`config.mk`:
```
export PLATFORM = sky130hd
export DESIGN_NAME = mcore_mem_arbiter
export DESIGN_NICKNAME = d
export VERILOG_FILES = /design/src/rtl/mcore_pkg.sv /design/src/rtl/mcore_id_fifo.sv /design/src/rtl/mcore_mem_arbiter.sv
export SDC_FILE = /design/constraint.sdc
export NUM_CORES = 1
export LEC_CHECK = 0
export ABC_AREA = 1
export ABC_CLOCK_PERIOD_IN_PS = 4800
export CORE_AREA = 2 2 167 169
export CTS_CLUSTER_SIZE = 28
export DETAILED_ROUTE_END_ITERATION = 12
export DIE_AREA = 0 0 169 171
export GPL_TIMING_DRIVEN = 0
export PLACE_DENSITY = 0.53
export SLEW_MARGIN = 20
export SYNTH_ARGS = -nofsm -noshare
export SYNTH_HDL_FRONTEND = slang
export SYNTH_HIERARCHICAL = 1
export SYNTH_SLANG_ARGS = --single-unit
```
`constraint.sdc`:
```
create_clock -name aclk -period 4.8 [get_ports aclk]
set_clock_uncertainty 0.1 [all_clocks]
set_input_delay 0.96 -clock aclk [delete_from_list [all_inputs] [get_ports aclk]]
set_output_delay 0.96 -clock aclk [all_outputs]
set_load 0.005 [all_outputs]
```
`src/rtl/mcore_pkg.sv`:
```
// Shared constants and types for the mcore memory arbiter and its helpers.
package mcore_pkg;

    // Arbitration policy selectors for the PRIO_MODE parameter.
    localparam int MEM_ARB_RR    = 0;
    localparam int MEM_ARB_FIXED = 1;

    // Default client count of the mcore cel engine (fetch, pixel write, PIP, CLUT).
    localparam int MCORE_NUM_CH = 4;
    localparam int MCORE_CH_W   = $clog2(MCORE_NUM_CH);

    // Channel identifier as stored in the outstanding-transaction FIFO.
    typedef logic [MCORE_CH_W-1:0] ch_id_t;

endpackage : mcore_pkg

```
`src/rtl/mcore_id_fifo.sv`:
```
// Register-based FIFO of channel IDs for granted-but-unanswered memory
// transactions. The head entry is visible combinationally so a response can be
// routed in the same cycle it arrives.
module mcore_id_fifo
    import mcore_pkg::*;
#(
    parameter int DEPTH = 4,
    parameter int WIDTH = 2,
    localparam int CNT_W = $clog2(DEPTH + 1),
    localparam int PTR_W = (DEPTH > 1) ? $clog2(DEPTH) : 1
) (
    input  logic             clk,
    input  logic             rst,
    input  logic             push,
    input  logic [WIDTH-1:0] push_data,
    input  logic             pop,
    output logic [WIDTH-1:0] head,
    output logic             full,
    output logic             empty,
    output logic [CNT_W-1:0] count
);

    logic [PTR_W-1:0] wr_ptr_q, wr_ptr_d;
    logic [PTR_W-1:0] rd_ptr_q, rd_ptr_d;
    logic [CNT_W-1:0] count_q, count_d;
    logic [WIDTH-1:0] entry_q [DEPTH];
    logic [WIDTH-1:0] entry_d [DEPTH];

    assign full  = (count_q == CNT_W'(DEPTH));
    assign empty = (count_q == '0);
    assign count = count_q;
    assign head  = entry_q[rd_ptr_q];

    // Next-state for pointers, occupancy and storage.
    always_comb begin
        // NOTE: every always_comb output gets a default first so no path leaves it unassigned (no latch).
        wr_ptr_d = wr_ptr_q;
        rd_ptr_d = rd_ptr_q;
        count_d  = count_q;
        entry_d  = entry_q;
        if (push) begin
            entry_d[wr_ptr_q] = push_data;
            wr_ptr_d = (wr_ptr_q == PTR_W'(DEPTH - 1)) ? '0 : wr_ptr_q + PTR_W'(1);
        end
        if (pop) begin
            rd_ptr_d = (rd_ptr_q == PTR_W'(DEPTH - 1)) ? '0 : rd_ptr_q + PTR_W'(1);
        end
        case ({push, pop})
            2'b10:   count_d = count_q + CNT_W'(1);
            2'b01:   count_d = count_q - CNT_W'(1);
            default: count_d = count_q;
        endcase
    end

    // Control state: pointers and occupancy, cleared by reset.
    always_ff @(posedge clk or posedge rst) begin
        // NOTE: sequential state uses non-blocking <= so all flops update together at the edge.
        if (rst) begin
            wr_ptr_q <= '0;
            rd_ptr_q <= '0;
            count_q  <= '0;
        end else begin
            wr_ptr_q <= wr_ptr_d;
            rd_ptr_q <= rd_ptr_d;
            count_q  <= count_d;
        end
    end

    // Storage array: written only on push.
    always_ff @(posedge clk) begin
        // NOTE: storage is not reset; an entry is only read after it was written, gated by count.
        entry_q <= entry_d;
    end

endmodule : mcore_id_fifo

```
`src/rtl/mcore_mem_arbiter.sv`:
```
// N-channel arbiter merging cel-engine memory clients onto one mem_if master.
// Grants are zero-latency; each grant's channel is queued so in-order
// responses are steered back to the channel that issued them.
module mcore_mem_arbiter
    import mcore_pkg::*;
#(
    parameter int DATA_WIDTH      = 32,
    parameter int ADDR_WIDTH      = 32,
    parameter int NUM_CH          = 4,
    parameter int MAX_OUTSTANDING = 4,
    parameter int PRIO_MODE       = MEM_ARB_RR,
    localparam int CH_W  = $clog2(NUM_CH),
    localparam int BE_W  = DATA_WIDTH / 8,
    localparam int CNT_W = $clog2(MAX_OUTSTANDING + 1)
) (
    input  logic                         aclk,
    input  logic                         areset,
    input  logic [NUM_CH-1:0]            ch_req,
    input  logic [NUM_CH*ADDR_WIDTH-1:0] ch_addr,
    input  logic [NUM_CH-1:0]            ch_we,
    input  logic [NUM_CH*DATA_WIDTH-1:0] ch_wdata,
    input  logic [NUM_CH*BE_W-1:0]       ch_be,
    output logic [NUM_CH-1:0]            ch_gnt,
    output logic [NUM_CH-1:0]            ch_rsp_valid,
    output logic [DATA_WIDTH-1:0]        ch_rsp_rdata,
    output logic                         ch_rsp_error,
    output logic                         mem_req,
    output logic [ADDR_WIDTH-1:0]        mem_addr,
    output logic                         mem_we,
    output logic [DATA_WIDTH-1:0]        mem_wdata,
    output logic [BE_W-1:0]              mem_be,
    input  logic                         mem_gnt,
    input  logic                         mem_rsp_valid,
    input  logic [DATA_WIDTH-1:0]        mem_rsp_rdata,
    input  logic                         mem_rsp_error,
    output logic [CNT_W-1:0]             outstanding_cnt,
    output logic                         err_unexp_rsp
);

    localparam logic [0:0] ST_ARB  = 1'b0;
    localparam logic [0:0] ST_HOLD = 1'b1;

    logic [0:0]      state_q, state_d;
    logic [CH_W-1:0] locked_ch_q, locked_ch_d;
    logic [CH_W-1:0] rr_ptr_q, rr_ptr_d;
    logic            err_q, err_d;

    logic [CH_W-1:0] winner;
    logic [CH_W-1:0] sel;
    logic            issue;
    logic            grant;
    logic            fifo_full, fifo_empty, fifo_pop;
    logic [CH_W-1:0] fifo_head;

    // Winner search: lowest index for fixed priority, first requester at or after rr_ptr otherwise.
    always_comb begin
        winner = '0;
        if (PRIO_MODE == MEM_ARB_FIXED) begin
            for (int i = NUM_CH - 1; i >= 0; i--) begin
                if (ch_req[CH_W'(i)]) winner = CH_W'(i);
            end
        end else begin
            for (int off = NUM_CH - 1; off >= 0; off--) begin
                int pos;
                pos = int'(rr_ptr_q) + off;
                if (pos >= NUM_CH) pos = pos - NUM_CH;
                if (ch_req[CH_W'(pos)]) winner = CH_W'(pos);
            end
        end
    end

    // Issue decision and downstream request mux; outputs forced to zero while in reset.
    always_comb begin
        issue     = 1'b0;
        sel       = winner;
        mem_req   = 1'b0;
        mem_addr  = '0;
        mem_we    = 1'b0;
        mem_wdata = '0;
        mem_be    = '0;
        if (state_q == ST_HOLD) begin
            // A stalled request stays on the bus even if the client lets go.
            issue = 1'b1;
            sel   = locked_ch_q;
        end else begin
            issue = (|ch_req) && !fifo_full;
        end
        if (issue && !areset) begin
            mem_req   = 1'b1;
            mem_addr  = ch_addr[int'(sel)*ADDR_WIDTH +: ADDR_WIDTH];
            mem_we    = ch_we[sel];
            mem_wdata = ch_wdata[int'(sel)*DATA_WIDTH +: DATA_WIDTH];
            mem_be    = ch_be[int'(sel)*BE_W +: BE_W];
        end
    end

    assign grant    = mem_req && mem_gnt;
    assign fifo_pop = mem_rsp_valid && !fifo_empty && !areset;

    // Grant and response steering back to the clients.
    always_comb begin
        ch_gnt       = '0;
        ch_rsp_valid = '0;
        ch_rsp_rdata = '0;
        ch_rsp_error = 1'b0;
        if (grant) ch_gnt[sel] = 1'b1;
        if (fifo_pop) begin
            ch_rsp_valid[fifo_head] = 1'b1;
            ch_rsp_rdata            = mem_rsp_rdata;
            ch_rsp_error            = mem_rsp_error;
        end
    end

    // FSM, round-robin pointer and sticky unexpected-response flag next-state.
    always_comb begin
        state_d     = state_q;
        locked_ch_d = locked_ch_q;
        rr_ptr_d    = rr_ptr_q;
        err_d       = err_q | (mem_rsp_valid && fifo_empty);
        if (state_q == ST_ARB) begin
            if (mem_req && !mem_gnt) begin
                state_d     = ST_HOLD;
                locked_ch_d = sel;
            end
        end else if (mem_gnt) begin
            state_d = ST_ARB;
        end
        if (grant && PRIO_MODE == MEM_ARB_RR) begin
            rr_ptr_d = (sel == CH_W'(NUM_CH - 1)) ? '0 : sel + CH_W'(1);
        end
    end

    // Arbiter state registers.
    always_ff @(posedge aclk or posedge areset) begin
        if (areset) begin
            state_q     <= ST_ARB;
            locked_ch_q <= '0;
            rr_ptr_q    <= '0;
            err_q       <= 1'b0;
        end else begin
            state_q     <= state_d;
            locked_ch_q <= locked_ch_d;
            rr_ptr_q    <= rr_ptr_d;
            err_q       <= err_d;
        end
    end

    assign err_unexp_rsp = err_q;

    mcore_id_fifo #(
        .DEPTH (MAX_OUTSTANDING),
        .WIDTH (CH_W)
    ) u_id_fifo (
        .clk       (aclk),
        .rst       (areset),
        .push      (grant),
        .push_data (sel),
        .pop       (fifo_pop),
        .head      (fifo_head),
        .full      (fifo_full),
        .empty     (fifo_empty),
        .count     (outstanding_cnt)
    );

endmodule : mcore_mem_arbiter

```
==> summary.md <==
| Metric | Value |
|---|---|
| Hold Path Cell Cnt | 1 |
| Worst Hold Class | reg2reg |
| Dpl cells | 1771 |
| GRT overflow | 0 |
| Die height | 171 µm |
| Layout area overhead | 102% |
| Clock Path Buffers | 2 |
| Largest net degree at the start of global routing | 14 |
| Final Net Count | 1755 |
| Crit Reg-Reg Startpoint | u_id_fifo/count[2] |
| WP data required | 3740 ps |
| Filler cells | 3106 |
| CTS Sinks | 21 |
| Non-Filler Instances | 1776 |
| # IOs | 432 |
| Minimum clock period | 4710 ps |
| MaxCap Viol Count | 0 |
| # port buffers | 431 |
| Setup CP Type | in2out |
| CTS clk-pin slew, worst paths | 50 ps |
| Reg2Reg Depth | 11 |
| Num CTS Buffers | 3 |
| Synth cell types | 29 |
| Total power draw | 4.85 mW |
| Total die area | 28900 µm² |
| Status | finished, final reports clean |
| Initial Util | 0.179 |
| Vias in the first global route | 7349 |
| Synth Cell Area | 4880 µm² |
| Syn Inst Count | 994 |
| Hold Fails Final Rpt | 0 |
| Worst setup SP type | input port |
| R2R Setup Slk | 2000 ps |
| Pre-antenna DRT Iters | 4 |
| Share of layout cells above drive strength 1 | 0.0525 |
| Max VDD drop | 200 µV |
| Fmax | 212 MHz |
| Crit end category | output port |
| Post-CTS setup buffers | 0 |
| ANT nets after route | 0 |
| # DRC | 0 |
| WL/cell | 16.6 µm |
| DIE WIDTH | 169 µm |
| Antenna violations before repair | 1 |
| GPL Wtd Cong | 0.886 |
| Mean Syn Cell Area | 4.91 µm² |
| Pwr/cell area | 492 nW/µm² |
| Terminus of the critical flop-to-flop path | u_id_fifo/count[1] |
| Post-Route WL | 29400 µm |
| CP max FO | 10 |
| 1st-iter DRT viols | 279 |
| Total GRT Usage | 0.187 |
| Via/cell ratio | 4.29 |
| Worst Tran Pin Value | 697 ps |
| YS warnings | 6 |
| Sequential Area | 566 µm² |
| H-tree depth | 1 |
| Area of the core | 27300 µm² |
| First-pass GRT wire length | 41400 µm |
| Rows | 61 |
| Final worst path period share | 0.981 |
| Routed via count | 7622 |
| Hold endpoint | err_unexp_rsp |
| # setup viols final | 0 |
| Root Driver | clkbuf_16 |
| Data arrival, critical path | 3650 ps |
| Synth Net Count | 1319 |
| RSZ-0062 raised after global routing | true |
| Worst-Skew Late Latency | 250 ps |
| Hold buffers post-CTS | 0 |
| LEAKAGE | 5.00 nW |
| Final count of pins violating max slew | 0 |
| Max-Slew Margin vs Limit | 0.532 |
| HPWL Detailed | 25000 µm |
| Most frequent cells in the layout | 425 x clkdlybuf4s50_1, 315 x nand2_1, 217 x nand3_1 |
| Footprint of the multi-input gates | 3170 µm² |
| HP Start | err_unexp_rsp |
| Register bit total from synthesis | 21 |
| Commonest non-fill, non-tap cell in the layout | clkdlybuf4s50_1 |
| Post-synthesis sequential area ratio | 0.116 |
| CTS tree | done |
-- Yosys cell counts --
master	count	area, µm²
a21o_1	1	7.51
a21oi_1	74	370
a31oi_1	1	6.26
and2_1	1	6.26
buf_1	2	7.51
buf_2	27	135
buf_4	9	67.6
buf_6	10	113
clkbuf_1	25	93.8
dfrtp_1	13	325
edfxtp_1	8	240
fa_1	1	20.0
ha_1	7	87.6
inv_1	205	769
inv_2	8	30.0
nand2_1	316	1190
nand2_2	2	12.5
nand2_4	1	11.3
nand3_1	217	1090
nand3_2	1	10.0
nand4_1	1	6.26
nor2_1	38	143
nor3_1	8	40.0
nor4_1	1	6.26
o211ai_1	4	30.0
o21ai_0	5	25.0
o21ai_1	6	30.0
or2_1	1	6.26
xnor2_1	1	8.76
-- how the worst max path moves through the flow --
| stage | startpoint | to | slack (ps) |
|---|---|---|---|
| global route | ch_req[1] | mem_addr[22] | -60 |
| finish | ch_req[1] | mem_addr[26] | 90 |
| global placement | ch_req[1] | mem_we | -250 |
| detailed placement | ch_req[1] | mem_addr[30] | -280 |
| floorplan | ch_req[1] | ch_gnt[3] | 1570 |
| CTS | ch_req[1] | mem_wdata[23] | 30 |
-- critical path: stages --
cell	delay, ps
clkdlybuf4s50_1	530
inv_1	80
nand2_1	110
nand3_1	110
nand2_1	80
nand3_1	100
nand3_1	130
nand3_4	130
clkbuf_4	240
clkbuf_4	230
nand3_1	100
nand3_1	130
a21oi_1	190
clkdlybuf4s50_1	530
-- area by class of cell --
cell class              instances  area share
repair buffers                431       0.439
flip-flops and latches         21      0.0574
clock inverters                 1    0.000508
plain buffers                  73      0.0480
inverters                     213      0.0819
clock buffers                   3     0.00761
well taps                     346      0.0439
multi-input cells             687       0.321
diodes                          1    0.000254
-- flip-flops by register name (all words and copies together), names as in the netlist --
| register | cells |
|---|---|
| err_unexp_rsp | 1 |
| locked_ch_q | 2 |
| rr_ptr_q | 2 |
| state_q | 1 |
| u_id_fifo/count | 3 |
| u_id_fifo/entry_q | 8 |
| u_id_fifo/rd_ptr_q | 2 |
| u_id_fifo/wr_ptr_q | 2 |
-- cells by family (layout without fill, tap and decap cells) --
family,after synthesis,after routing,synth area share
buffers and inverters,286,721,0.249
other,0,1,0
AO/OA/AOI/OAI,91,91,0.0961
flip-flops,21,21,0.116
adder cells (fa/ha/maj),8,8,0.0220
AND/OR/NAND/NOR,587,587,0.515
XOR/XNOR,1,1,0.00179
-- layer usage --
metal  global-route usage  routed length [µm]  vias up
met5                    0                   0        -
met4               0.0323                 459        0
met3               0.0481                2350       22
met2                0.372               15400      308
met1                0.199               11200     3374
li1                     -                   -     3918
-- power by group --
group	internal (mW)	switching [mW]	total, mW
clock network	0.112	0.0625	0.174
logic	1.90	2.47	4.36
registers	0.259	0.0496	0.309
total	2.27	2.58	4.85
-- what timing repair did --
| item | CTS | global route |
|---|---|---|
| pin swaps | 0 | 2 |
| endpoints found under the setup margin | 69 | 71 |
| cloned | 0 | 0 |
| resized for setup | 8 | 43 |
-- metrics by stage --
step                      utilization  worst slack [ps]  hold slack, ps  area [µm²]  TNS (ps)
after global placement          0.352              -247             371        9630     -7710
after CTS                       0.356              31.8             388        9740         0
final                           0.361              90.4             389        9860         0
after floorplan                     -              1570             351        4880         0
after global routing            0.361             -59.6             401        9860      -340
after detailed placement        0.352              -283             376        9630     -9720
(Power assumes the default switching activity.)
